`src/rtl/fpu_short_arbiter.sv`:
```
// fpu_short_arbiter: round-robin share of one non-pipelined fpu_short unit
// between NREQ requesters. One op in flight; operands held in registers for
// the unit, result held on resp_data until the owning requester takes it.
// Optional watchdog on the BUSY wait: define FPU_ARB_TIMEOUT_EN.

// Per-requester slice: handshake qualifiers and operand packing.
module fpu_arb_lane (
  input  logic        accept,
  input  logic        owner,
  input  logic        in_resp,
  input  logic [31:0] x,
  input  logic [31:0] y,
  input  logic [4:0]  funct5,
  input  logic [2:0]  rm,
  output logic        req_ready,
  output logic        resp_valid,
  output logic [71:0] op
);
  assign req_ready  = accept;
  assign resp_valid = owner & in_resp;
  assign op         = {x, y, funct5, rm};
endmodule

module fpu_short_arbiter #(
  parameter int NREQ           = 2,
  parameter int TIMEOUT_CYCLES = 64
) (
  input  logic                clk,
  input  logic                rst,
  input  logic [NREQ-1:0]     req_valid,
  output logic [NREQ-1:0]     req_ready,
  input  logic [32*NREQ-1:0]  req_x,
  input  logic [32*NREQ-1:0]  req_y,
  input  logic [5*NREQ-1:0]   req_funct5,
  input  logic [3*NREQ-1:0]   req_rm,
  output logic [NREQ-1:0]     resp_valid,
  input  logic [NREQ-1:0]     resp_ready,
  output logic [31:0]         resp_data,
  output logic                fpu_en,
  output logic [31:0]         fpu_x,
  output logic [31:0]         fpu_y,
  output logic [4:0]          fpu_funct5,
  output logic [2:0]          fpu_rm,
  input  logic [31:0]         fpu_res,
  input  logic                fpu_valid,
  output logic                err_timeout
);
  localparam int GW = (NREQ > 1) ? $clog2(NREQ) : 1;
  localparam logic [31:0] QNAN = 32'h7fc00000;

  typedef struct packed {
    logic [31:0] x;
    logic [31:0] y;
    logic [4:0]  funct5;
    logic [2:0]  rm;
  } fpu_req_t;

  typedef enum logic [1:0] {S_IDLE, S_BUSY, S_RESP} state_t;

  state_t                state, state_nxt;
  logic [GW-1:0]         last_grant, grant_nxt;
  logic                  found, accept, in_resp;
  logic                  busy_done, timeout_hit;
  logic [31:0]           busy_res;
  int                    rr_idx;
  fpu_req_t [NREQ-1:0]   req_vec;

  assign accept  = (state == S_IDLE) && found;
  assign in_resp = (state == S_RESP);

  // last_grant doubles as the owner of the op in flight / result held
  for (genvar i = 0; i < NREQ; i++) begin : g_lane
    fpu_arb_lane u_lane (
      .accept     (accept && (grant_nxt == GW'(i))),
      .owner      (last_grant == GW'(i)),
      .in_resp    (in_resp),
      .x          (req_x[32*i +: 32]),
      .y          (req_y[32*i +: 32]),
      .funct5     (req_funct5[5*i +: 5]),
      .rm         (req_rm[3*i +: 3]),
      .req_ready  (req_ready[i]),
      .resp_valid (resp_valid[i]),
      .op         (req_vec[i])
    );
  end

  // Round-robin pick: first valid requester after last_grant, wrapping
  always_comb begin
    found     = 1'b0;
    grant_nxt = last_grant;
    rr_idx    = 0;
    for (int k = 1; k <= NREQ; k++) begin
      rr_idx = (int'(last_grant) + k) % NREQ;
      if (!found && req_valid[GW'(rr_idx)]) begin
        found     = 1'b1;
        grant_nxt = GW'(rr_idx);
      end
    end
  end

  // State register
  always_ff @(posedge clk or posedge rst) begin
    if (rst) state <= S_IDLE;
    else     state <= state_nxt;
  end

  // Next state; fpu_valid outside BUSY is stale and dropped
  always_comb begin
    state_nxt = state;
    busy_done = 1'b0;
    busy_res  = fpu_res;
    case (state)
      S_IDLE: if (found) state_nxt = S_BUSY;
      S_BUSY: begin
        if (fpu_valid) begin
          busy_done = 1'b1;
          state_nxt = S_RESP;
        end else if (timeout_hit) begin
          busy_done = 1'b1;
          busy_res  = QNAN;
          state_nxt = S_RESP;
        end
      end
      S_RESP: if (|(resp_ready & resp_valid)) state_nxt = S_IDLE;
      default: state_nxt = S_IDLE;
    endcase
  end

  // Operand capture at accept, start pulse, result hold
  always_ff @(posedge clk or posedge rst) begin
    if (rst) begin
      last_grant <= GW'(NREQ - 1);
      fpu_en     <= 1'b0;
      fpu_x      <= '0;
      fpu_y      <= '0;
      fpu_funct5 <= '0;
      fpu_rm     <= '0;
      resp_data  <= '0;
    end else begin
      fpu_en <= 1'b0;
      if (accept) begin
        last_grant <= grant_nxt;
        fpu_en     <= 1'b1;
        {fpu_x, fpu_y, fpu_funct5, fpu_rm} <= req_vec[grant_nxt];
      end
      if (busy_done) resp_data <= busy_res;
    end
  end

`ifdef FPU_ARB_TIMEOUT_EN
  localparam int CW = ($clog2(TIMEOUT_CYCLES + 1) > 8) ? $clog2(TIMEOUT_CYCLES + 1) : 8;
  logic [CW-1:0] tmo_cnt;
  logic          err_q;

  assign timeout_hit = (state == S_BUSY) && (tmo_cnt == CW'(TIMEOUT_CYCLES - 1));
  assign err_timeout = err_q;

  // Watchdog: counts BUSY cycles without a result; a result in the expiry cycle wins
  always_ff @(posedge clk or posedge rst) begin
    if (rst) begin
      tmo_cnt <= '0;
      err_q   <= 1'b0;
    end else begin
      err_q <= 1'b0;
      if (accept) tmo_cnt <= '0;
      else if (state == S_BUSY && !fpu_valid) begin
        tmo_cnt <= tmo_cnt + CW'(1);
        err_q   <= timeout_hit;
      end
    end
  end
`else
  logic unused_tmo;
  assign unused_tmo  = ^TIMEOUT_CYCLES;
  assign timeout_hit = 1'b0;
  assign err_timeout = 1'b0;
`endif

endmodule
```
`config.mk`:
```
export PLATFORM = sky130hd
export DESIGN_NAME = fpu_short_arbiter
export DESIGN_NICKNAME = d
export VERILOG_FILES = /design/src/rtl/fpu_short_arbiter.sv
export SDC_FILE = /design/constraint.sdc
export NUM_CORES = 1
export LEC_CHECK = 0
export CORE_MARGIN = 3
export CORE_UTILIZATION = 35
export CTS_BUF_LIST = sky130_fd_sc_hd__clkbuf_8
export DETAILED_ROUTE_END_ITERATION = 7
export PLACE_DENSITY = 0.71
export SYNTH_ARGS = -nofsm -noshare
export SYNTH_HDL_FRONTEND = slang
export SYNTH_SLANG_ARGS = --single-unit
```
`constraint.sdc`:
```
create_clock -name clk -period 5.7 [get_ports clk]
set_input_delay 1.14 -clock clk [delete_from_list [all_inputs] [get_ports clk]]
set_output_delay 1.14 -clock clk [all_outputs]
set_load 0.05 [all_outputs]
```
==> results.ini <==
[grt]
grt_pass1_vias=3993
grt_max_degree=77
antenna_found_initial=1
grt_overflow_total=0
grt_pass1_wl_um=21200
grt.total_usage_pct=16.7

[synth]
yosys_register_bits=108
ys_types=18
yosysTopAreaCellShare_pct=52.7
yosys_warnings=0
synth_cells=323
syn_avg_cell_area_um2=15.7
syn_nets=506
netlist_area_um2=5080
yosysTopAreaCell=dfrtp_1
synth.yosys.seq_area_share_pct=53.3
synth_area_leaders=dfrtp_1 (53%), mux2_2 (33%), mux2_4 (8.9%), buf_6 (1.8%), buf_4 (1.0%)

[setup_path]
reg2reg_from=state[0]
cp_cell_sequence=clkdlybuf4s50_1, nor3b_4, and2_1, clkdlybuf4s50_1
crit_required_ns=4.56
r2r_end=fpu_y[12]
crit_slowest_cell=clkdlybuf4s50_1
cp-start-kind=input pin
crit_fanout=3
critical_path_class=input pin to output port
crit_arrival_ns=2.81
reg2reg_depth=3
end_kind=output port
critPathLaunch=req_valid[0]
r2r_setup_slack_ns=3.53
cpMostUsedCell=clkdlybuf4s50_1
max_stage_delay_ns=0.80

[cts]
htreeDepth=3
cts.sinks=108
numCtsBuffers=9
ctsHoldBuffers=0
cts_setup_buffers=0
root_buffer=clkbuf_8
clock_path_buffers=2
cts_tree=yes
ctsResizeCount=0
clkTransAtPathRegs_ns=0.09
clkLatencyLatePin_ns=0.36

[place]
placed_cells=772
post-place-ws_ns=1.73
port_buffers=290
gp_congestion=0.748
dp_hpwl_um=10400

[sta]
layout_setup_ws_ns=1.75
final_max_slew_viol_count=0
final.setup.tns_ns=0
finalSetupViolations=0
fmax_mhz=253
worst_pin_slew_ns=1.12
hold_violations=0
period_minus_slack_ns=3.95
fin_crit_sh_pct=69.3
max_slew_margin_pct=25.4
skew_ns=0.00441
rsz0062_at_grt=no

[worst_hold_path]
min_path_cells=1
hold_end=resp_data[23]
worstHoldStart=resp_data[23]
min_path_type=flip-flop to flip-flop

[power_and_ir_drop]
cellLeakagePower_uw=0.00337
p_per_area_nw_per_um2=648
ir_worst_vdd_v=0.000366

[cells_and_area]
nets=786
fill_cells=1134
finalNonFillerCells=788
layout_commonest_cell=clkdlybuf4s50_1
drive_above_1_share_pct=32.6
layout_common_cells=clkdlybuf4s50_1 (290), mux2_2 (147), dfrtp_1 (107)
syn_to_final_growth_pct=63.0
diodes=0

[route]
vias=3622
wl_um=13700
wl_met3_um=1340
top_layer=met5
first_iter_violations=126
viasPerCell=4.60
wl_met2_um=7130
m1WireLength_um=4990
dr.pass1.iters=3
ant_nets=0
wl_per_cell_um=17.3
drc=0

[floorplanning]
initial_core_util_pct=36.1
core-area_um2=14000
io-pin-count=293
fp.dieArea_um2=16000
die_h_um=126
rows=43
die_w_um=126

[flow_run]
maxCapViolations=0

[status]
outcome=finished, final reports clean

==> metrics by stage <==
step           power [uW]  hold slack (ns)  util [%]  instance area [um^2]
2_1_floorplan        3800            0.459         -                  5080
3_3_place_gp         4860            0.488      57.4                  8060
3_5_place_dp         4910            0.495      57.4                  8060
4_1_cts              5440            0.517      58.9                  8270
5_1_grt              5620            0.522      58.9                  8270
6_report             5360            0.509      58.9                  8270
==> report_power, final <==
part,total (uW),internal (uW),switching (uW)
Clock,505,256,249
Combinational,3380,1450,1930
Sequential,1470,1170,303
Total,5360,2870,2480
==> how the worst max path moves through the flow <==
stage | end | slack, ns
detailed placement | req_ready[0] | 1.73
global placement | req_ready[0] | 1.72
global route | resp_valid[1] | 1.58
finish | req_ready[0] | 1.75
CTS | req_ready[0] | 1.73
floorplan | fpu_en | 1.72
==> metal layers <==
layer | vias up | track usage, %
met5 | - | 0
met4 | 2 | 4.86
met3 | 14 | 6.69
met2 | 158 | 29.8
met1 | 1748 | 18.3
li1 | 1700 | -
==> final cells by class <==
class	count	area, um^2	share of cell area, %
Clock buffer	10	138	1.66
Inverter	2	10.0	0.121
Tap cell	180	225	2.72
Multi-Input combinational cell	189	2190	26.4
Clock inverter	6	78.8	0.953
Timing Repair Buffer	293	2930	35.4
Sequential cell	108	2710	32.7
==> Yosys cell counts <==
cell type and n:
nand2b_1 1, inv_1 2, o21ai_0 1, buf_2 6
nor3b_2 1, dfstp_2 1, buf_6 8, conb_1 1
dfrtp_1 107, buf_4 7, buf_1 3, a211oi_1 1
mux2_2 147, xnor2_1 1, and2_1 2, nor2_1 3
mux2_4 30, nand3b_1 1
==> state kept, by name, indices dropped and copies added (netlist names) <==
signal      cells
fpu_en          1
resp_data      32
fpu_rm          3
last_grant      1
fpu_funct5      5
fpu_x          32
fpu_y          32
state           2
==> cell families after synthesis <==
| family | after synthesis | share of synthesized area, % |
|---|---|---|
| other | 1 | 0.0739 |
| muxes | 177 | 41.5 |
| buffers and inverters | 26 | 3.77 |
| DFF | 108 | 53.3 |
| xor gates and xnor gates | 1 | 0.173 |
| AOI/OAI and AO/OA | 2 | 0.246 |
| and+or+nand+nor | 8 | 0.986 |
==> worst max-delay path: cells and delay by family <==
| family | cells | cell delay (ns) |
|---|---|---|
| buf+inv | 2 | 1.28 |
| simple gates | 2 | 0.38 |
Note: power is estimated with default switching activity, not from simulation.
